===== src/rtl/mem0_pkg.sv =====
// Shared definitions for the MEM0 pipeline stage.
// Defines the bus widths, the mem_ctl bit positions, the access size codes and the FSM states.
// Also defines the EX->MEM0 and MEM0->MEM1 bus layouts and an alignment helper.
package mem0_pkg;

  localparam int EX2MEM0BusSize   = 108;
  localparam int MEM02MEM1BusSize = 77;

  // mem_ctl bit positions; bit 0 is reserved and ignored
  localparam int MC_LOAD    = 5;
  localparam int MC_STORE   = 4;
  localparam int MC_UNS     = 3;
  localparam int MC_SIZE_HI = 2;
  localparam int MC_SIZE_LO = 1;

  localparam logic [1:0] SIZE_BYTE = 2'b00;
  localparam logic [1:0] SIZE_HALF = 2'b01;
  localparam logic [1:0] SIZE_WORD = 2'b10;

  typedef enum logic [1:0] {
    ST_IDLE  = 2'd0,
    ST_REQ   = 2'd1,
    ST_ACKED = 2'd2
  } mem_state_e;

  typedef struct packed {
    logic [5:0]  mem_ctl;
    logic [31:0] st_data;
    logic [31:0] exe_result;
    logic [4:0]  rd_addr;
    logic        rd_we;
    logic [31:0] pc;
  } ex_bus_t;

  typedef struct packed {
    logic        load;
    logic        uns;
    logic [1:0]  size;
    logic [1:0]  addr_lo;
    logic [31:0] exe_result;
    logic [4:0]  rd_addr;
    logic        rd_we;
    logic        ale;
    logic [31:0] pc;
  } mem1_bus_t;

  // True when the low address bits do not fit the natural alignment of the size
  function automatic logic misaligned(input logic [1:0] size, input logic [1:0] lo);
    return ((size == SIZE_HALF) && lo[0]) || ((size == SIZE_WORD) && (lo != 2'b00));
  endfunction

endpackage


===== src/rtl/mem0_align.sv =====
// Store strobe / data lane alignment (combinational).
// Latency: 0 cycles. Backpressure: none, pure function of its inputs.
// Ports: store_i, size_i, addr_lo_i, st_data_i in; addr_lo_o (effective low address), wstrb_o, wdata_o out.
// Build option MEM0_ALIGN_CHECK_EN: when defined the raw address is used (misaligned ops are trapped
// upstream of the request); otherwise the low address bits are forced aligned to the access size.
module mem0_align
  import mem0_pkg::*;
(
  input  logic        store_i,
  input  logic [1:0]  size_i,
  input  logic [1:0]  addr_lo_i,
  input  logic [31:0] st_data_i,
  output logic [1:0]  addr_lo_o,
  output logic [3:0]  wstrb_o,
  output logic [31:0] wdata_o
);

  always_comb begin
    addr_lo_o = addr_lo_i;
`ifndef MEM0_ALIGN_CHECK_EN
    case (size_i)
      SIZE_BYTE: addr_lo_o = addr_lo_i;
      SIZE_HALF: addr_lo_o = {addr_lo_i[1], 1'b0};
      default:   addr_lo_o = 2'b00;
    endcase
`endif

    wstrb_o = 4'b1111;
    wdata_o = st_data_i;
    case (size_i)
      SIZE_BYTE: begin
        wstrb_o = 4'b0001 << addr_lo_o;
        wdata_o = {4{st_data_i[7:0]}};
      end
      SIZE_HALF: begin
        wstrb_o = 4'b0011 << {addr_lo_o[1], 1'b0};
        wdata_o = {2{st_data_i[15:0]}};
      end
      default: begin
        wstrb_o = 4'b1111;
        wdata_o = st_data_i;
      end
    endcase

    // loads never write any byte lane
    if (!store_i) begin
      wstrb_o = 4'b0000;
    end
  end

endmodule


===== src/rtl/mem0.sv =====
// MEM0 pipeline stage: holds one EX result and issues its data memory request.
// Latency: non-memory ops complete 1 cycle after latch; memory ops complete in the cycle addr_ok is seen.
// Backpressure: valid/allowin handshake both sides; held op (and any accepted request) waits while MEM1 stalls.
// Ports: clk_i, rst_i (sync, active-high); ex2mem0_bus_i/ctl_ex_over_i/ctl_mem0_allowin_o upstream;
// mem02mem1_bus_o/ctl_mem0_over_o/ctl_mem1_allowin_i/ctl_mem0_dest_o/ctl_mem0_pc_o downstream;
// data_req_o/data_wr_o/data_size_o/data_addr_o/data_wstrb_o/data_wdata_o/data_addr_ok_i to data memory.
// Build option MEM0_ALIGN_CHECK_EN: trap misaligned half/word accesses (ale=1, no request, immediate over).
module mem0
  import mem0_pkg::*;
#(
  parameter int DATA_W = 32
) (
  input  logic                        clk_i,
  input  logic                        rst_i,
  input  logic [EX2MEM0BusSize-1:0]   ex2mem0_bus_i,
  input  logic                        ctl_ex_over_i,
  output logic                        ctl_mem0_allowin_o,
  output logic [MEM02MEM1BusSize-1:0] mem02mem1_bus_o,
  output logic                        ctl_mem0_over_o,
  input  logic                        ctl_mem1_allowin_i,
  output logic [4:0]                  ctl_mem0_dest_o,
  output logic [DATA_W-1:0]           ctl_mem0_pc_o,
  output logic                        data_req_o,
  output logic                        data_wr_o,
  output logic [1:0]                  data_size_o,
  output logic [DATA_W-1:0]           data_addr_o,
  output logic [3:0]                  data_wstrb_o,
  output logic [DATA_W-1:0]           data_wdata_o,
  input  logic                        data_addr_ok_i
);

  ex_bus_t    in_bus;
  ex_bus_t    bus_q, bus_d;
  logic       valid_q, valid_d;
  mem_state_e state_q, state_d;
  mem1_bus_t  out_bus;

  logic       ld, st, ale, mem_op;
  logic       in_ld, in_st, in_ale, in_mem_op;
  logic [1:0] size;
  logic [1:0] addr_lo_eff;
  logic [3:0] wstrb;
  logic [31:0] wdata;
  logic       handoff, latch;
  logic       unused_rsvd;

  assign in_bus = ex_bus_t'(ex2mem0_bus_i);

  assign ld   = bus_q.mem_ctl[MC_LOAD];
  assign st   = bus_q.mem_ctl[MC_STORE];
  assign size = bus_q.mem_ctl[MC_SIZE_HI:MC_SIZE_LO];
  assign unused_rsvd = bus_q.mem_ctl[0];

  assign in_ld = in_bus.mem_ctl[MC_LOAD];
  assign in_st = in_bus.mem_ctl[MC_STORE];

`ifdef MEM0_ALIGN_CHECK_EN
  assign ale    = (ld | st) & misaligned(size, bus_q.exe_result[1:0]);
  assign in_ale = (in_ld | in_st) &
                  misaligned(in_bus.mem_ctl[MC_SIZE_HI:MC_SIZE_LO], in_bus.exe_result[1:0]);
`else
  assign ale    = 1'b0;
  assign in_ale = 1'b0;
`endif

  // a trapped misaligned access behaves like a non-memory op: no request, completes at once
  assign mem_op    = (ld | st) & ~ale;
  assign in_mem_op = (in_ld | in_st) & ~in_ale;

  mem0_align u_align (
    .store_i   (st),
    .size_i    (size),
    .addr_lo_i (bus_q.exe_result[1:0]),
    .st_data_i (bus_q.st_data),
    .addr_lo_o (addr_lo_eff),
    .wstrb_o   (wstrb),
    .wdata_o   (wdata)
  );

  // addr_ok only counts in REQ; in ACKED the access is already done and waits for MEM1
  assign ctl_mem0_over_o = valid_q & (~mem_op | (state_q == ST_ACKED) |
                                      ((state_q == ST_REQ) & data_addr_ok_i));
  assign data_req_o         = valid_q & mem_op & (state_q == ST_REQ);
  assign ctl_mem0_allowin_o = ~valid_q | (ctl_mem0_over_o & ctl_mem1_allowin_i);
  assign handoff            = valid_q & ctl_mem0_over_o & ctl_mem1_allowin_i;
  assign latch              = ctl_ex_over_i & ctl_mem0_allowin_o;

  always_comb begin
    valid_d = valid_q;
    bus_d   = bus_q;
    state_d = state_q;

    // request accepted but MEM1 cannot take the result: remember it so it is not reissued
    if ((state_q == ST_REQ) && data_addr_ok_i && !ctl_mem1_allowin_i) begin
      state_d = ST_ACKED;
    end
    if (handoff) begin
      valid_d = 1'b0;
      state_d = ST_IDLE;
    end
    if (latch) begin
      valid_d = 1'b1;
      bus_d   = in_bus;
      state_d = in_mem_op ? ST_REQ : ST_IDLE;
    end
  end

  always_ff @(posedge clk_i) begin
    if (rst_i) begin
      valid_q <= 1'b0;
      state_q <= ST_IDLE;
      bus_q   <= '0;
    end else begin
      valid_q <= valid_d;
      state_q <= state_d;
      bus_q   <= bus_d;
    end
  end

  // request fields come straight from the held register, so they stay stable until accepted
  assign data_wr_o    = st;
  assign data_size_o  = size;
  assign data_addr_o  = {bus_q.exe_result[31:2], addr_lo_eff};
  assign data_wstrb_o = wstrb;
  assign data_wdata_o = wdata;

  always_comb begin
    out_bus            = '0;
    out_bus.load       = ld;
    out_bus.uns        = bus_q.mem_ctl[MC_UNS];
    out_bus.size       = size;
    out_bus.addr_lo    = addr_lo_eff;
    out_bus.exe_result = bus_q.exe_result;
    out_bus.rd_addr    = bus_q.rd_addr;
    out_bus.rd_we      = bus_q.rd_we & ~ale;
    out_bus.ale        = ale;
    out_bus.pc         = bus_q.pc;
  end

  assign mem02mem1_bus_o = out_bus;
  assign ctl_mem0_dest_o = bus_q.rd_addr & {5{valid_q}};
  assign ctl_mem0_pc_o   = bus_q.pc;

endmodule


===== config.mk =====
export PLATFORM = sky130hd
export DESIGN_NAME = mem0
export DESIGN_NICKNAME = d
export VERILOG_FILES = /design/src/rtl/mem0_pkg.sv /design/src/rtl/mem0_align.sv /design/src/rtl/mem0.sv
export SDC_FILE = /design/constraint.sdc
export NUM_CORES = 1
export LEC_CHECK = 0
export ABC_AREA = 1
export ABC_CLOCK_PERIOD_IN_PS = 1400
export BUFFER_PORTS_ARGS = -buffer_cell sky130_fd_sc_hd__buf_2
export CORE_ASPECT_RATIO = 1.2
export CORE_MARGIN = 2
export CORE_UTILIZATION = 41
export DETAILED_ROUTE_END_ITERATION = 10
export PLACE_DENSITY_LB_ADDON = 0.15
export RECOVER_POWER = 50
export SETUP_SLACK_MARGIN = 0.2
export SYNTH_ARGS = -nofsm -noshare
export SYNTH_HDL_FRONTEND = slang
export SYNTH_SLANG_ARGS = --single-unit

===== constraint.sdc =====
create_clock -name clk_i -period 1.4 [get_ports clk_i]
set_clock_uncertainty 0.15 [all_clocks]
set_input_delay 0.07 -clock clk_i [delete_from_list [all_inputs] [get_ports clk_i]]
set_output_delay 0.07 -clock clk_i [all_outputs]
set_load 0.01 [all_outputs]

# After elaboration in Yosys (flattened, before gate mapping)
# Index checks and enable logic that the tools add are counted.
[word_totals]
register_bits = 111
inputBits = 113
output_inout_bits = 188
elab_cells = 45
[classes]
n_eq_ne = 3
shifts = 2
mux = 10
bitwise_logic = 16
reduce_logical = 6
[op_table]
columns = ["cell", "count"]
rows = [
  ["32-bit case mux with 2 select lines", 1],
  ["1-bit bitwise AND", 8],
  ["4-bit case mux with 2 select lines", 1],
  ["2-bit two-way mux", 3],
  ["5-bit bitwise AND", 1],
  ["1-bit OR", 5],
  ["2-bit by 1-bit == test with 1-bit output, second input constant", 2],
  ["4-bit two-way mux", 1],
  ["2-bit case mux with 2 select lines", 1],
  ["1-bit by 2-bit left shift with 4-bit output, first input constant", 1],
  ["2-bit by 2-bit left shift with 4-bit output, first input constant", 1],
  ["1-bit two-way mux", 3],
  ["3-bit nonzero test", 1],
  ["2-bit == test, second input constant", 1],
  ["1-bit logical AND", 2],
  ["2-bit zero test", 1],
  ["1-bit inverter", 2],
  ["2-bit nonzero test", 1],
  ["1-bit zero test", 1],
]

# Longest topological paths before layout
# Gate-level depths: netlist of run 1.
[logic_depth]
word_depth = 9
ltp_mapped = 11

# Modules after synthesis
# Synthesis of run 1 repeated with hierarchy kept, for this count alone.
[unflattened]
hier_cells = 751
hier_area_um2 = 5512.8
[modules_own_cells]
columns = ["mod", "instances", "cells_per_inst", "area_per_inst_um2"]
rows = [
  ["mem0", 1, 652, 5012.3],
  ["mem0_align", 1, 99, 500.5],
]

# Least setup slack after synthesis of run 1
# Ideal clock, no wire load.
[synth_path]
path_type = "register to register"
startpoint = "reg bus_q, in the netlist data_wr_o"
endpoint = "reg bus_q, in the netlist data_addr_o[14]"
setup_time_ns = 0.116
t_arrival_ns = 1.394
slack_ns = -0.260
path_stages_with_launch = 11
n_path_buf = 2
synth_period_minus_slack_ns = 1.660
path_cell_list = "dfxtp_1 > inv_1 > nand2_1 > nand2_2 > nor2_4 > o21bai_4 > nand2_4 > buf_6 > buf_4 > o21ai_0 > nor2_1"
[synth_between]
elab_chain_cells = 8
[synth_rtl]
columns = ["element", "line", "text"]
rows = [
  ["from (decl)", "mem0.sv:33", "ex_bus_t bus_q, bus_d;"],
  ["from (signal assigned)", "mem0.sv:116", "bus_q <= bus_d;"],
  ["1-bit OR", "mem0.sv:67", "assign mem_op = (ld | st) & ~ale;"],
  ["1-bit inverter", "mem0.sv:81", "assign ctl_mem0_over_o = valid_q & (~mem_op | (state_q == ST_ACKED) |"],
  ["1-bit OR (2 in series)", "mem0.sv:81", ""],
  ["1-bit bitwise AND", "mem0.sv:81", ""],
  ["1-bit bitwise AND", "mem0.sv:84", "assign ctl_mem0_allowin_o = ~valid_q | (ctl_mem0_over_o & ctl_mem1_allowin_i);"],
  ["1-bit OR", "mem0.sv:84", ""],
  ["net ctl_mem0_allowin_o", "mem0.sv:17", "output logic ctl_mem0_allowin_o,"],
  ["1-bit bitwise AND", "mem0.sv:86", "assign latch = ctl_ex_over_i & ctl_mem0_allowin_o;"],
]
# The timed path passes the listed nets, and every way through them passes these cells.
# A chain may end at the register's enable or synchronous reset.

# Final worst setup path of run 1
[layout_path]
startpoint = "reg state_q[0]"
endpoint = "out ctl_mem0_allowin_o"
[layout_between]
elab_chain_cells = 6
elab_cells_between_ends = 8
[layout_rtl]
columns = ["element", "line", "text"]
rows = [
  ["from (decl)", "mem0.sv:35", "mem_state_e state_q, state_d;"],
  ["from (signal assigned)", "mem0.sv:115", "state_q <= state_d;"],
  ["2-bit == test / 2-bit by 1-bit == test with 1-bit output (equally long branches)", "mem0.sv:81, mem0.sv:82", ""],
  ["1-bit OR / 1-bit bitwise AND (equally long branches)", "mem0.sv:81, mem0.sv:82", ""],
  ["1-bit OR (*)", "mem0.sv:81", ""],
  ["1-bit bitwise AND (*)", "mem0.sv:81", ""],
  ["1-bit bitwise AND (*)", "mem0.sv:84", ""],
  ["1-bit OR (*)", "mem0.sv:84", ""],
  ["to (decl)", "mem0.sv:17", ""],
]
# Mark *: on every way between the ends. The rest lies on a longest branch, timed or not.

==> results of run 1 <==
==> metrics by stage <==
stage	std cells	instance area [um^2]	setup WS [ns]	total power (uW)
4_1_cts	1190	7899	-0.2482	8341
3_5_place_dp	1052	6131	-0.2111	5401
5_1_grt	1197	8059	-0.3889	8830
2_1_floorplan	747	5494	-0.1924	5019
6_report	1197	8059	-0.3150	8394
3_3_place_gp	1052	6131	-0.1897	5389
==> worst max-delay path, delay by kind of cell (launching register included) <==
family                 cells  cell delay (ns)
buffers and inverters      4             0.39
flip-flops                 1             0.37
AND/OR/NAND/NOR            3             0.28
AO/OA/AOI/OAI              1             0.12
==> per-layer routing <==
metal  vias to the layer above  routed length [um]  global-route usage, %
met5                         -                   0                      0
met4                         0                 210                  6.552
met3                        13                1162                  4.895
met2                       199                8699                  39.68
met1                      2464                6785                  26.45
li1                       2747                   -                      -
==> how the worst max path moves through the flow <==
stage	to	slack, ns	startpoint
floorplan	ctl_mem0_pc_o[29]	-0.19	data_wr_o
global route	data_addr_o[23]	-0.39	state_q[0]
detailed placement	bus_q[85]	-0.21	state_q[1]
CTS	bus_q[100]	-0.25	state_q[1]
global placement	bus_q[85]	-0.19	state_q[1]
finish	ctl_mem0_allowin_o	-0.31	state_q[0]
==> cell usage in the layout, fill, tap and decap left out, types with 2 or more instances in the layout <==
| master | instances |
|---|---|
| a21oi_1 | 2 |
| buf_12 | 11 |
| buf_16 | 4 |
| buf_2 | 213 |
| buf_4 | 14 |
| buf_6 | 21 |
| clkbuf_1 | 77 |
| clkbuf_16 | 11 |
| clkbuf_8 | 2 |
| dfxtp_1 | 98 |
| dfxtp_2 | 9 |
| dfxtp_4 | 3 |
| dlygate4sd3_1 | 110 |
| inv_1 | 16 |
| inv_2 | 5 |
| inv_4 | 2 |
| inv_6 | 2 |
| nand2_1 | 57 |
| nand2_2 | 11 |
| nand2_4 | 2 |
| nand3_1 | 9 |
| nor2_1 | 189 |
| nor2_2 | 23 |
| nor2_4 | 9 |
| o211ai_1 | 5 |
| o21ai_0 | 36 |
| o21ai_1 | 65 |
| o21ai_2 | 9 |
==> cells by family after synthesis <==
logic type	after synthesis	share of synthesized area [%]
AO/OA/AOI/OAI	120	11.58
other	1	0.06888
flip-flops	110	40.45
buffers and inverters	211	26.22
AND/OR/NAND/NOR	305	21.67
==> registers in the layout, indices dropped and copies added, names as in the netlist <==
name	count
mem02mem1_bus_o	10
data_wr_o	1
bus_q	32
ctl_mem0_pc_o	32
state_q	2
valid_q	1
data_addr_o	30
data_size_o	2
==> power by group through the flow <==
stage          combinational (uW)  clock, uW  sequential (uW)
5_1_grt                      2480       2690             3660
3_3_place_gp                 1730          0             3660
6_report                     2260       2520             3620
3_5_place_dp                 1740          0             3660
2_1_floorplan                1410          0             3610
4_1_cts                      2180       2560             3600
==> what timing repair did <==
item / CTS / global route
hold endpoints to repair: 110 / 0
buffers inserted: 7 / 5
pin swaps: 14 / 9
resized for setup: 63 / 90
gates cloned: 5 / 2
setup endpoints to repair: 157 / 156
hold buffers: 110 / 0
==> layout make-up <==
type                            instances  share of cell area, %
Clock buffer                           12                  3.183
Clock inverter                          4                 0.3726
Inverter                               25                  1.475
Multi-Input combinational cell        426                  25.26
Sequential cell                       110                  27.60
Tap cell                              168                  2.608
Timing Repair Buffer                  451                  39.39
Timing Repair inverter                  1                 0.1087
==> flow_metrics.py, run 1 <==
metrics = {
    "clocking": {
        "cts_buffers": 9,
        "numClockSinks": 110,
        "clk_latency_ns": 0.34,
        "cts-root-buf": "clkbuf_16",
        "cts_tree": "done",
        "clk_pin_slew_worst_paths_ns": 0.07,
        "cts_max_level": 3,
        "clk_path_buf_depth": 2,
    },
    "worst_setup_path": {
        "slowest_delay_ns": 0.37,
        "cp_slowest_cell": "dfxtp_4",
        "crit_type": "flip-flop to output pin",
        "r2r-start": "state_q[0]",
        "cp.arrival_ns": 1.49,
        "path_cells": "inv_2 > nand2_2 > nand2_2 > nor2_4 > o21bai_4 > buf_6 > buf_6 > buf_6",
        "cp_common_cell": "buf_6",
        "critPathMaxFanout": 2,
        "cp-end-kind": "output pin",
        "r2r_slack_ns": -0.30,
        "reg2regPathDepth": 11,
        "crit_path_start_kind": "flip-flop",
        "critical_path_required_ns": 1.18,
        "r2r-end": "data_addr_o[23]",
    },
    "yosys": {
        "synth_most_common_cell": "nor2_1",
        "synth.area.top_cells": "dfxtp_1 40%, buf_4 21%, nor2_1 15%, o21ai_0 8.5%, nand2_1 4.8%",
        "synth_seq_cells": 110,
        "synth_ff_type": "dfxtp_1",
        "synth_top_cell_by_area": "dfxtp_1",
        "synth_cell_type_count": 25,
        "syn_area_per_cell_um2": 7.288,
        "synthArstFlopShare_pct": 0,
        "syn_area_um2": 5444,
        "ys_top_cells_by_count": "220 x nor2_1, 150 x buf_4, 110 x dfxtp_1",
        "syn-num-nets": 860,
        "synthCells": 747,
        "synth_edf_count": 0,
        "synth_top_area_share_pct": 40.45,
        "yosysSeqAreaShare_pct": 40.45,
        "yosys_warnings": 0,
    },
    "timing": {
        "setup_slack_ns": -0.3150,
        "finalSetupTns_ns": -32.20,
        "hold_ws_ns": 0.02072,
        "hold_viol": 0,
        "max_freq_ghz": 0.5831,
        "rsz0062_at_grt": "true",
        "period_share_pct": 122.5,
        "min_period_ns": 1.715,
        "setup_viol": 139,
        "drv_slew": 0,
    },
    "place": {
        "dp_hpwl_mm": 10.73,
        "io_buffers": 298,
        "globalplace.congestion": 0.7995,
    },
    "global_routing": {
        "grt_pass1_vias": 4924,
        "track_usage_pct": 22.18,
        "grt_max_degree": 47,
        "grt_pass1_wl_mm": 24.56,
        "grt_overflow": 0,
        "antenna_found_initial": 0,
    },
    "pwr": {
        "p_leak_uw": 0.003875,
        "p_clk_share_pct": 30.0,
        "intPower_uw": 5816,
        "ir_drop_v": 0.0005583,
        "p_comb_share_pct": 26.9,
        "p_sw_share_pct": 30.71,
        "power_frac_seq_pct": 43.1,
        "power_switching_uw": 2578,
        "p_per_area_nw_per_um2": 1042,
    },
    "floorplanning": {
        "start_util_pct": 41.49,
        "die_w_um": 109.2,
        "num_io_pins": 301,
        "dieArea_um2": 14220,
        "core_area_um2": 13120,
        "fp.dieH_um": 130.2,
        "row_count": 46,
    },
    "run_status": {
        "status": "finished, violations left",
        "violations": "setup timing",
    },
    "layout": {
        "syn2layout_area_growth_pct": 48.03,
        "fill_cells": 1267,
        "regArea_um2": 2225,
        "num_antenna_cells": 0,
        "layout-drive-gt1-share_pct": 35.18,
        "multiInputGateArea_um2": 2036,
        "final_util_pct": 61.41,
        "finalNetCount": 1137,
    },
    "min_path": {
        "hold_path_startpoint": "ctl_ex_over_i",
        "hold_path_depth": 4,
        "holdPathEnd": "mem02mem1_bus_o[76]",
        "hold_path.class": "input port to flip-flop",
    },
    "route": {
        "drc": 0,
        "vias": 5423,
        "first_pass_iters": 4,
        "ant_nets": 0,
        "wl_per_cell_um": 14.08,
        "vias_per_cell": 4.530,
        "initialDrtViolationCount": 227,
        "routed_wl_mm": 16.86,
    },
    "flow_run": {
        "maxCapViolCount": 0,
    },
}
(Power assumes the default switching activity.)
==> run 2: changes to the inputs <==
--- a/config.mk
+++ b/config.mk
@@ -9,12 +9,12 @@
 export ABC_CLOCK_PERIOD_IN_PS = 1400
 export BUFFER_PORTS_ARGS = -buffer_cell sky130_fd_sc_hd__buf_2
 export CORE_ASPECT_RATIO = 1.2
-export CORE_MARGIN = 2
+export CORE_MARGIN = 5
 export CORE_UTILIZATION = 41
 export DETAILED_ROUTE_END_ITERATION = 10
 export PLACE_DENSITY_LB_ADDON = 0.15
 export RECOVER_POWER = 50
-export SETUP_SLACK_MARGIN = 0.2
+export SETUP_SLACK_MARGIN = 0.4
 export SYNTH_ARGS = -nofsm -noshare
 export SYNTH_HDL_FRONTEND = slang
 export SYNTH_SLANG_ARGS = --single-unit
==> run 2 against run 1 <==
Compared with the run above: the run ends with hold timing, setup timing left; clock power rose by 3%; global-route usage fell by 1.7 points; hold slack worse by 0.061 ns; sequential power barely moved; count of clock-buffer cells in the layout down 2; final area grew 8.7%; sequential cell count did not move; critical endpoint is now ctl_mem0_pc_o[24]; largest cell class unchanged.
==> flow_metrics.py, run 2 (synthesized netlist as in run 1, its figures left out) <==
metrics = {
    "floorplanning": {
        "core_area_um2": 13120,
        "row_count": 46,
        "num_io_pins": 301,
        "start_util_pct": 41.49,
        "fp.dieH_um": 136.2,
        "dieArea_um2": 15690,
        "die_w_um": 115.2,
    },
    "worst_setup_path": {
        "cp.arrival_ns": 1.79,
        "critical_path_required_ns": 1.49,
        "r2r-end": "ctl_mem0_pc_o[24]",
        "crit_type": "flip-flop to flip-flop",
        "r2r-start": "state_q[1]",
        "crit_path_start_kind": "flip-flop",
        "r2r_slack_ns": -0.30,
        "critPathMaxFanout": 45,
        "cp-end-kind": "flip-flop",
        "reg2regPathDepth": 9,
    },
    "place": {
        "globalplace.congestion": 0.8516,
        "place_area_um2": 6334,
        "placedCellCount": 1056,
        "io_buffers": 298,
        "pre_cts_ws_ns": -0.2431,
        "dp_hpwl_mm": 11.70,
    },
    "pwr": {
        "intPower_uw": 6152,
        "p_clk_share_pct": 29.3,
        "p_comb_share_pct": 29.6,
        "p_leak_uw": 0.004186,
        "power_switching_uw": 2725,
        "power_frac_seq_pct": 41.1,
        "p_per_area_nw_per_um2": 1013,
        "p_sw_share_pct": 30.70,
        "ir_drop_v": 0.0005915,
    },
    "layout": {
        "fill_cells": 1123,
        "multiInputGateArea_um2": 2276,
        "design_area_um2": 8763,
        "finalNetCount": 1146,
        "fin_cells": 1207,
        "final_common_cell": "nor2_1",
        "syn2layout_area_growth_pct": 60.97,
        "final_cell_mix": "205 x nor2_1, 188 x buf_2, 109 x dlygate4sd3_1",
        "regArea_um2": 2256,
        "layout-drive-gt1-share_pct": 40.85,
    },
    "run_status": {
        "violations": "hold timing, setup timing",
        "status": "finished, violations left",
    },
    "min_path": {
        "hold_path_startpoint": "ctl_mem1_allowin_i",
        "hold_path_depth": 4,
        "holdPathEnd": "state_q[1]",
        "hold_path.class": "input port to flip-flop",
    },
    "global_routing": {
        "grt_overflow": 0,
        "grt_pass1_wl_mm": 25.64,
        "grt_pass1_vias": 5198,
        "antenna_found_initial": 1,
        "track_usage_pct": 20.43,
        "grt_max_degree": 75,
    },
    "route": {
        "routed_wl_mm": 18.37,
        "initialDrtViolationCount": 238,
        "drc": 0,
        "vias": 5477,
        "ant_nets": 0,
        "first_pass_iters": 4,
        "wl_per_cell_um": 15.22,
        "vias_per_cell": 4.538,
    },
    "timing": {
        "setup_viol": 144,
        "max_freq_ghz": 0.5886,
        "hold_ws_ns": -0.03990,
        "rsz0062_at_grt": "true",
        "setup_slack_ns": -0.2989,
        "finalSetupTns_ns": -27.84,
        "period_share_pct": 121.3,
        "drv_slew": 0,
        "min_period_ns": 1.699,
        "hold_viol": 1,
    },
    "clocking": {
        "cts_tree": "done",
        "cts-root-buf": "clkbuf_16",
        "clk_pin_slew_worst_paths_ns": 0.08,
        "cts_buffers": 9,
        "clk_latency_ns": 0.34,
        "numClockSinks": 110,
        "clk_path_buf_depth": 2,
        "cts_max_level": 3,
    },
    "flow_run": {
        "maxCapViolCount": 0,
    },
}
==> run 2: cell count changes in the layout (fill, tap and decap cells not counted), moves of 16 or more <==
cell      before  now
buf_2        213  188
clkbuf_1      77   54
nor2_1       189  205
buf_6         21   75
nand2_1       57   28
o21ai_0       36   16
==> run 2: worst max path at each step <==
stage | startpoint | endpoint | slack [ns] | depth (start not counted)
global route | state_q[1] | ctl_mem0_pc_o[24] | -0.36 | 9
global placement | state_q[1] | bus_q[73] | -0.21 | 9
finish | state_q[1] | ctl_mem0_pc_o[24] | -0.30 | 9
detailed placement | state_q[1] | bus_q[73] | -0.24 | 9
floorplan | data_wr_o | ctl_mem0_pc_o[29] | -0.19 | 10
CTS | data_size_o[1] | data_wdata_o[25] | -0.24 | 5
==> run 2: layout make-up <==
class,instances,share of cell area [%]
Multi-Input combinational cell,426,25.97
Timing Repair Buffer,460,40.98
Timing Repair inverter,1,0.07139
Clock inverter,6,0.7853
Inverter,25,1.413
Tap cell,168,2.399
Antenna cell,1,0.02856
Sequential cell,110,25.74
Clock buffer,10,2.613
==> run 2: per-stage QoR <==
step                util, %  total power [uW]  hold slack [ns]
floorplan                 -              5146         -0.02064
global placement      48.26              5520           0.1427
detailed placement    48.26              5534           0.1491
CTS                   61.37              8596         -0.05351
global route          66.76              9321         0.002207
finish                66.78              8878         -0.03990
==> run 2: timing repair <==
| action | CTS | global route |
|---|---|---|
| cloned | 3 | 4 |
| hold endpoints to repair | 110 | 0 |
| resized for setup | 109 | 197 |
| endpoints found under the setup margin | 297 | 297 |
| hold buffers | 109 | 0 |
| setup buffers | 4 | 14 |
| pin swaps | 7 | 13 |
==> run 2: power groups by stage <==
stage	clock (uW)	combinational, uW	sequential [uW]
global route	2790	2840	3690
floorplan	0	1520	3620
CTS	2670	2300	3620
detailed placement	0	1850	3680
finish	2600	2630	3650
global placement	0	1840	3680
==> run 2: worst max-delay path: stages, from the launching register on <==
cell,delay [ns]
dfxtp_2,0.34
inv_2,0.06
nand3_2,0.08
inv_2,0.09
nor2_4,0.04
o21bai_4,0.19
nand2_8,0.14
buf_12,0.21
o21ai_0,0.20
nor2_1,0.06
==> run 2: metal layers <==
layer | global-route usage (%) | wire, um | vias to the layer above
met3 | 4.141 | 1465 | 15
met1 | 24.00 | 7257 | 2479
met2 | 37.13 | 9434 | 214
met5 | 0 | 0 | -
met4 | 6.001 | 210 | 0
li1 | - | - | 2769
